## config.mk

```make
export PLATFORM = sky130hd
export DESIGN_NAME = pipe_hazard_ctrl
export DESIGN_NICKNAME = d
export VERILOG_FILES = /design/src/rtl/pipe_hazard_ctrl.sv
export SDC_FILE = /design/constraint.sdc
export NUM_CORES = 1
export LEC_CHECK = 0
export BUFFER_PORTS_ARGS = -buffer_cell sky130_fd_sc_hd__buf_2
export CAP_MARGIN = 20
export CORE_MARGIN = 2
export CORE_UTILIZATION = 48
export CTS_CLUSTER_DIAMETER = 200
export DETAILED_ROUTE_END_ITERATION = 8
export PLACE_DENSITY_LB_ADDON = 0.3
export SETUP_SLACK_MARGIN = 0.5
export SLEW_MARGIN = 20
export SYNTH_ARGS = -nofsm -noshare
export SYNTH_HDL_FRONTEND = slang
export SYNTH_SLANG_ARGS = --single-unit
```

## constraint.sdc

```tcl
create_clock -name clk -period 2.4 [get_ports clk]
set_clock_uncertainty 0.1 [all_clocks]
set_input_delay 0 -clock clk [delete_from_list [all_inputs] [get_ports clk]]
set_output_delay 0 -clock clk [all_outputs]
set_load 0.01 [all_outputs]
```

## src/rtl/pipe_hazard_ctrl.sv

```systemverilog
// Pipeline hazard controller for a 5-stage RV64 core.
// Drives the PC and pipeline-register enables. It stalls on load-use hazards,
// flushes on taken branches, and freezes while data memory is busy. A memory
// access that never completes halts the pipeline. It also keeps saturating
// stall and flush counters.
module pipe_hazard_ctrl #(
  parameter int unsigned FLUSH_CYCLES = 1,
  parameter int unsigned MEM_TIMEOUT  = 16,
  parameter int unsigned CNT_W        = 32
) (
  input  logic             clk,
  input  logic             reset,
  input  logic [4:0]       id_rs1,
  input  logic [4:0]       id_rs2,
  input  logic             id_uses_rs1,
  input  logic             id_uses_rs2,
  input  logic [4:0]       ex_rd,
  input  logic             ex_mem_read,
  input  logic             ex_branch_taken,
  input  logic             mem_req,
  input  logic             mem_ready,
  output logic             pc_en,
  output logic             if_id_en,
  output logic             id_ex_en,
  output logic             ex_mem_en,
  output logic             if_id_flush,
  output logic             id_ex_bubble,
  output logic [1:0]       state,
  output logic             halted,
  output logic             mem_err,
  output logic [CNT_W-1:0] stall_cnt,
  output logic [CNT_W-1:0] flush_cnt
);

  // flush_left never exceeds FLUSH_CYCLES-1; wait_cnt must reach MEM_TIMEOUT.
  localparam int unsigned FlW = (FLUSH_CYCLES > 1) ? $clog2(FLUSH_CYCLES) : 1;
  localparam int unsigned WcW = (MEM_TIMEOUT > 1) ? $clog2(MEM_TIMEOUT + 1) : 1;

  typedef enum logic [1:0] {
    StRun     = 2'd0,
    StMemWait = 2'd1,
    StFlush   = 2'd2,
    StHalt    = 2'd3
  } state_e;

  state_e           state_q, state_d;
  logic [WcW-1:0]   wait_cnt_q, wait_cnt_d;
  logic [FlW-1:0]   flush_left_q, flush_left_d;
  logic             mem_err_q, mem_err_d;
  logic [CNT_W-1:0] stall_cnt_q, stall_cnt_d;
  logic [CNT_W-1:0] flush_cnt_q, flush_cnt_d;

  logic load_use;
  logic mem_stall;

  // Hazard detection; x0 is never a real dependency.
  always_comb begin
    load_use  = ex_mem_read && (ex_rd != 5'd0) &&
                ((id_uses_rs1 && (id_rs1 == ex_rd)) || (id_uses_rs2 && (id_rs2 == ex_rd)));
    mem_stall = mem_req && !mem_ready;
  end

  // State and counter registers.
  always_ff @(posedge clk or posedge reset) begin
    if (reset) begin
      state_q      <= StRun;
      wait_cnt_q   <= '0;
      flush_left_q <= '0;
      mem_err_q    <= 1'b0;
      stall_cnt_q  <= '0;
      flush_cnt_q  <= '0;
    end else begin
      state_q      <= state_d;
      wait_cnt_q   <= wait_cnt_d;
      flush_left_q <= flush_left_d;
      mem_err_q    <= mem_err_d;
      stall_cnt_q  <= stall_cnt_d;
      flush_cnt_q  <= flush_cnt_d;
    end
  end

  // Next-state logic plus the saturating performance counters.
  always_comb begin
    state_d      = state_q;
    wait_cnt_d   = wait_cnt_q;
    flush_left_d = flush_left_q;
    mem_err_d    = mem_err_q;
    stall_cnt_d  = stall_cnt_q;
    flush_cnt_d  = flush_cnt_q;

    unique case (state_q)
      StRun: begin
        if (mem_stall) begin
          state_d    = StMemWait;
          wait_cnt_d = WcW'(1);
        end else if (ex_branch_taken && (FLUSH_CYCLES > 1)) begin
          state_d      = StFlush;
          flush_left_d = FlW'(FLUSH_CYCLES - 1);
        end
      end
      StMemWait: begin
        if (mem_ready) begin
          wait_cnt_d = '0;
          // A branch held in the frozen EX stage resolves now.
          if (ex_branch_taken && (FLUSH_CYCLES > 1)) begin
            state_d      = StFlush;
            flush_left_d = FlW'(FLUSH_CYCLES - 1);
          end else begin
            state_d = StRun;
          end
        end else if (wait_cnt_q == WcW'(MEM_TIMEOUT)) begin
          state_d   = StHalt;
          mem_err_d = 1'b1;
        end else begin
          wait_cnt_d = wait_cnt_q + WcW'(1);
        end
      end
      StFlush: begin
        if (!mem_stall) begin
          flush_left_d = flush_left_q - FlW'(1);
          if (flush_left_q == FlW'(1)) begin
            state_d = StRun;
          end
        end
      end
      StHalt: begin
      end
    endcase

    if (!pc_en && (state_q != StHalt) && (stall_cnt_q != {CNT_W{1'b1}})) begin
      stall_cnt_d = stall_cnt_q + CNT_W'(1);
    end
    if (if_id_flush && (flush_cnt_q != {CNT_W{1'b1}})) begin
      flush_cnt_d = flush_cnt_q + CNT_W'(1);
    end
  end

  logic do_freeze;
  logic do_decode;
  logic do_flush;

  // Select the control action for this cycle: freeze, flush, or normal decode.
  always_comb begin
    do_freeze = 1'b0;
    do_decode = 1'b0;
    do_flush  = 1'b0;
    unique case (state_q)
      StRun:     begin do_freeze = mem_stall;  do_decode = !mem_stall; end
      StMemWait: begin do_freeze = !mem_ready; do_decode = mem_ready;  end
      StFlush:   begin do_freeze = mem_stall;  do_flush  = !mem_stall; end
      StHalt:    begin do_freeze = 1'b1; end
    endcase
  end

  // Control outputs; reset forces all enables low and a bubble into ID/EX.
  always_comb begin
    pc_en        = 1'b0;
    if_id_en     = 1'b0;
    id_ex_en     = 1'b0;
    ex_mem_en    = 1'b0;
    if_id_flush  = 1'b0;
    id_ex_bubble = 1'b1;
    if (!reset) begin
      if (do_freeze) begin
        id_ex_bubble = 1'b0;
      end else if (do_flush || (do_decode && ex_branch_taken)) begin
        pc_en        = 1'b1;
        if_id_en     = 1'b1;
        id_ex_en     = 1'b1;
        ex_mem_en    = 1'b1;
        if_id_flush  = 1'b1;
      end else if (load_use) begin
        id_ex_en     = 1'b1;
        ex_mem_en    = 1'b1;
      end else begin
        pc_en        = 1'b1;
        if_id_en     = 1'b1;
        id_ex_en     = 1'b1;
        ex_mem_en    = 1'b1;
        id_ex_bubble = 1'b0;
      end
    end
  end

  assign state     = state_q;
  assign halted    = (state_q == StHalt);
  assign mem_err   = mem_err_q;
  assign stall_cnt = stall_cnt_q;
  assign flush_cnt = flush_cnt_q;

endmodule

```

Yosys cells after proc, flatten, opt, wreduce, memory -nomap -nowiden
Cells that the tools add are included.
{"block": "word_totals", "register_bits": 73, "inputBits": 23, "output_inout_bits": 74, "word_cells": 75}
{"block": "classes", "n_addsub": 4, "n_eq_ne": 14, "muxes": 26, "bitwise_logic": 2, "reduce_logical": 23}
{"op": "$add 32x1->32 const B", "count": 2}
{"op": "$ne 32x32->1 const B", "count": 2}
{"op": "$mux 5", "count": 3}
{"op": "$mux 1", "count": 14}
{"op": "$eq 5x5->1", "count": 2}
{"op": "$mux 2", "count": 5}
{"op": "$pmux 5 s2", "count": 1}
{"op": "$logic_and 1x1->1", "count": 9}
{"op": "$ne 2x2->1 const B", "count": 4}
{"op": "$ne 3x3->1 const B", "count": 2}
{"op": "$pmux 2 s3", "count": 1}
{"op": "$reduce_and 3->1", "count": 2}
{"op": "$add 5x1->5 const B", "count": 1}
{"op": "$eq 5x5->1 const B", "count": 1}
{"op": "$reduce_and 5->1", "count": 1}
{"op": "$reduce_bool 5->1", "count": 1}
{"op": "$eq 2x2->1 const B", "count": 2}
{"op": "$logic_not 1->1", "count": 3}
{"op": "$pmux 1 s3", "count": 1}
{"op": "$reduce_bool 3->1", "count": 1}
{"op": "$eq 2x1->1 const B", "count": 1}
{"op": "$logic_not 2->1", "count": 1}
{"op": "$logic_or 1x1->1", "count": 2}
{"op": "$not 1->1", "count": 2}
{"op": "other kinds (5)", "count": 5}

Longest topological paths before layout
{"block": "logic_depth", "depth_word": 12, "depth_mapped": 9, "depth_no_buf": 8}

Least setup slack after synthesis
OpenSTA, ideal clock, no wires.
{"block": "synth_timing", "path_type": "register -> register", "from": "register state_q[1] (netlist: state[1])", "to": "register flush_cnt_q[16] (netlist: flush_cnt[16])", "setup_ns": 0.075, "arrival_time_ns": 2.192, "t_required_ns": 2.225, "setup_slack_ns": 0.032, "path_stages_with_launch": 10, "n_path_buf": 2, "period_less_slack_ns": 2.368, "cell_sequence": "dfrtp_1 -> buf_6 -> nand2_1 -> inv_1 -> or4_4 -> buf_6 -> a2111oi_4 -> and2_4 -> and4_4 -> xor2_2"}
{"block": "synth_between", "elab_cells_between_ends": 14, "classes_between": "3 x eq/ne; 6 x mux; 5 x reduce/logical"}
{"element": "from (decl)", "line_no": "46", "text": "state_e state_q, state_d;"}
{"element": "from (signal assigned)", "line_no": "66", "text": "state_q <= StRun;"}
{"element": "from (signal assigned)", "line_no": "73", "text": "state_q <= state_d;"}
{"element": "$eq 2x2->1"}
{"element": "via halted", "line_no": "29", "text": "output logic halted,"}
{"element": "$pmux 1 s3", "line_no": "147", "text": "unique case (state_q)"}
{"element": "$mux 1", "line_no": "164", "text": "if (do_freeze) begin"}
{"element": "$mux 1", "line_no": "163", "text": "if (!reset) begin"}
{"element": "$logic_and 1x1->1", "line_no": "133", "text": "if (if_id_flush && (flush_cnt_q != {CNT_W{1'b1}})) begin"}
{"element": "to (signal assigned)", "line_no": "78", "text": "flush_cnt_q <= flush_cnt_d;"}
{"element": "to (decl)", "line_no": "51", "text": "logic [CNT_W-1:0] flush_cnt_q, flush_cnt_d;"}
The timed path passes the listed nets, and every way through them passes these cells.
A chain may end at the register's enable or synchronous reset.

Worst setup path after layout
{"block": "layout_timing", "from": "register state_q[0] (netlist: state[0])", "to": "register flush_cnt_q[27] (netlist: flush_cnt[27])"}
{"block": "layout_between", "elab_chain_cells": 8, "elab_cells_between_ends": 14, "classes_between": "3 x eq/ne; 6 x mux; 5 x reduce/logical"}
{"element": "$eq 2x1->1 or $logic_not 2->1 (tied branches)", "line_no": "147"}
{"element": "$pmux 1 s2", "line_no": "147"}
{"element": "$logic_and 1x1->1", "line_no": "166", "text": "end else if (do_flush || (do_decode && ex_branch_taken)) begin"}
{"element": "$logic_or 1x1->1", "line_no": "166"}
{"element": "$mux 1", "line_no": "166"}
{"element": "$mux 1 *", "line_no": "164"}
{"element": "$mux 1 *", "line_no": "163"}
{"element": "$logic_and 1x1->1 *", "line_no": "133"}
Mark *: on every way between the ends. The rest lies on a longest branch, timed or not.

==> impl_metrics.csv <==
group,metric,value,unit
run_status,status,"finished, final reports clean",
logic_synthesis,synthTopCellsByArea,"dfrtp_1 48%, xor2_1 9.9%, xnor2_1 7.4%",
place,hpwl,6560,um
die,design.die.area,8620,um2
timing,fin_crit,2.22,ns
worst_hold_path,hp-start,"mem_ready",
die,rows,32,
place,dp.cells,577,
logic_synthesis,yosysTopAreaCell,"dfrtp_1",
timing,worst_pin_slew,0.469,ns
pwr,p_leak,0.00269,uW
die,initial_core_util,0.493,
clock_network,htreeDepth,3,
grt,antenna_found_initial,0,
place,gp_congestion,0.835,
worst_hold_path,min_path_cells,4,
timing,post-route-period-util,0.923,
detailed_routing,drt-initial-drc-count,152,
logic_synthesis,synthAdderAreaFrac,0.0132,
worst_setup_path,crit_type,"reg -> reg",
worst_setup_path,cp_top_family,"simple AND/OR/NAND/NOR gates",
die,die_x,92.9,um
logic_synthesis,synthArstFlopShare,1.00,
pwr,peakVddDrop,0.541,mV
timing,whs,0.0135,ns
logic_synthesis,ys.flop_type,"dfrtp_1",
finish,layout-drive-gt1-share,0.468,
finish,final_cell_mix,"96 x buf_2, 62 x dfrtp_1, 47 x buf_4",
pwr,intPower,2230,uW
finish,syn_to_final_growth,40.0,%
logic_synthesis,synth.area.mux_share,0.00858,
logic_synthesis,ys_seq_area_frac,0.482,
logic_synthesis,ys_types,45,
detailed_routing,drtPass1Iterations,4,
timing,rsz0062_at_grt,"true",
timing,finalSetupViolCount,0,
timing,slew_headroom,0.687,
pwr,switching_share,0.349,
detailed_routing,vias,3362,
worst_setup_path,reg2reg_slack,0.18,ns
pwr,switching_power,1190,uW
timing,tns,0,ns
worst_setup_path,cp_slowest_stage_delay,0.57,ns
worst_setup_path,cp_slowest_cell,"or4_4",
worst_setup_path,worstRegToRegCells,7,
logic_synthesis,synth-xor-area-share,0.178,
logic_synthesis,yosysTopAreaCellShare,0.482,
worst_setup_path,r2r_end,"flush_cnt[27]",
pwr,p_clk_frac,0.246,
finish,final_cell_area,5310,um2
logic_synthesis,syn_area_per_cell,10.1,um2
worst_setup_path,critPathArrivalTime,2.39,ns
logic_synthesis,synth_compound_area_frac,0.0469,
grt,grt_pass1_vias,3258,
worst_hold_path,worst_hold_path_type,"in -> reg",
detailed_routing,ant_nets,0,
clock_network,path_clk_slew,0.08,ns
grt,grt_max_degree,38,
detailed_routing,drc,0,
logic_synthesis,synthSimpleGateAreaFrac,0.238,
die,io_pins,97,
worst_setup_path,reg2reg_from,"state[0]",
pwr,powerDensity,644,nW/um2
logic_synthesis,synth_area,3790,um2
job,maxCapViolations,0,
logic_synthesis,synth.net_count,402,
logic_synthesis,yosysWarningCount,0,
finish,antenna_cells,0,
clock_network,clock_sinks,73,
clock_network,cts_max_path_buffers,2,
clock_network,cts_tree,"yes",
pwr,pwr-share-seq,0.466,
detailed_routing,finalWirelength,9840,um
die,fp.dieH,92.9,um
clock_network,cts_buffers,9,
pwr,power_frac_comb,0.289,
grt,grt_overflow,0,
detailed_routing,wl_per_cell,15.6,um
timing,drv_slew,0,
place,io_buffers,96,
detailed_routing,vias_per_cell,5.32,
logic_synthesis,synth_top_family_by_area,"simple AND/OR/NAND/NOR gates",
clock_network,cts-root-buf,"clkbuf_8",
worst_hold_path,whs_endpoint,"wait_cnt_q[2]",
timing,hold_viol,0,
timing,max_freq,0.451,GHz
worst_setup_path,critPathCaptureType,"flip-flop",
place,place_area,4600,um2
worst_setup_path,cp.required,2.57,ns
clock_network,clock_latency,0.34,ns
worst_setup_path,crit_chain,"o21ba_4 > or4_4 > nor4_4 > nand3_2 > buf_4 > nor2_2 > xnor2_1",
worst_setup_path,worstSetupStartpointType,"flip-flop",
worst_setup_path,crit_buf_inv,1,
logic_synthesis,synth-seq-cells,73,
grt,grt_pass1_wl,15900,um
logic_synthesis,synth_cells,375,
finish,final_nets,553,
grt,track_usage,0.235,
die,core,7690,um2
logic_synthesis,synth_edf_count,0,
finish,layout_commonest_cell,"buf_2",
finish,finalNonFillerCells,632,
worst_setup_path,cp_max_fo,5,
## metrics by stage
| stage | worst slack, ns | power (uW) | utilization |
|---|---|---|---|
| after floorplan | 0.171 | 2200 | - |
| after global placement | 0.142 | 2450 | 0.598 |
| after detailed placement | 0.0625 | 2480 | 0.598 |
| after CTS | 0.189 | 3400 | 0.669 |
| after global routing | 0.0596 | 3610 | 0.690 |
| final | 0.184 | 3420 | 0.690 |
## Yosys cell counts (2+ instances only)
cell,count
dfrtp_1,73
xor2_1,43
nand2_1,34
nor2_1,32
xnor2_1,32
nand3_1,29
nor3_1,23
nand4_1,19
inv_1,15
nor4_1,10
or2_2,7
o21ai_0,6
a21oi_1,5
and4_1,4
ha_1,4
buf_6,3
buf_2,2
buf_4,2
clkbuf_1,2
mux2_2,2
nor3_2,2
nor4_4,2
or4_1,2
## power groups by stage
stage | clock, uW | sequential (uW) | combinational, uW
after global placement | 0 | 1610 | 840
final | 840 | 1590 | 986
after floorplan | 0 | 1620 | 584
after global routing | 903 | 1620 | 1090
after CTS | 843 | 1590 | 971
after detailed placement | 0 | 1620 | 859
## registers in the layout, indices dropped and copies added (netlist names)
register	flops
flush_cnt	32
flush_left_q	1
mem_err	1
stall_cnt	32
state	2
wait_cnt_q	5
## cell families after synthesis
family	Yosys count
AND/OR/NAND/NOR	171
XOR/XNOR	76
flip-flops	73
buffers and inverters	25
AO/OA/AOI/OAI	23
adder cells (fa/ha/maj)	4
multiplexers	3
## how the worst max path moves through the flow
| stage | start | end | slack, ns | cells after the start |
|---|---|---|---|---|
| final | state[0] | flush_cnt[27] | 0.18 | 7 |
| after global routing | state[0] | flush_cnt[29] | 0.06 | 6 |
| after CTS | state[0] | flush_cnt[25] | 0.19 | 6 |
| after detailed placement | state[0] | flush_cnt[25] | 0.06 | 6 |
| after global placement | state[0] | flush_cnt[29] | 0.14 | 6 |
| after floorplan | state[0] | flush_cnt[16] | 0.17 | 7 |
## metal layers
| layer | share of wire | wire, um | up-vias | GRT usage |
|---|---|---|---|---|
| met3 | 0.043 | 420 | 12 | 0.0407 |
| met5 | 0 | 0 | - | 0 |
| met2 | 0.51 | 5050 | 92 | 0.397 |
| met4 | 0.015 | 145 | 0 | 0.0821 |
| li1 | - | - | 1611 | - |
| met1 | 0.43 | 4220 | 1647 | 0.306 |
## layout make-up
class	count	area, um2
Fill cell	604	2380
Clock inverter	4	20.0
Sequential cell	73	1840
Multi-Input combinational cell	277	2180
Inverter	15	62.6
Clock buffer	11	141
Timing Repair Buffer	150	932
Tap cell	102	128
## what timing repair did
action	CTS	global route
endpoints found under the hold margin	39	0
resized for setup	31	21
setup buffers	24	11
gates cloned	1	0
endpoints found under the setup margin	65	70
hold buffers	4	0
pin swaps	18	12
## worst reg2reg max path: cells and delay by family, from the launching register on
kind | cells | cell delay (ns)
AOI/OAI and AO/OA | 1 | 0.20
xor gates and xnor gates | 1 | 0.12
buffers and inverters | 1 | 0.18
DFF | 1 | 0.44
and+or+nand+nor | 4 | 1.11
No activity file was read; power rests on OpenSTA's default activity.
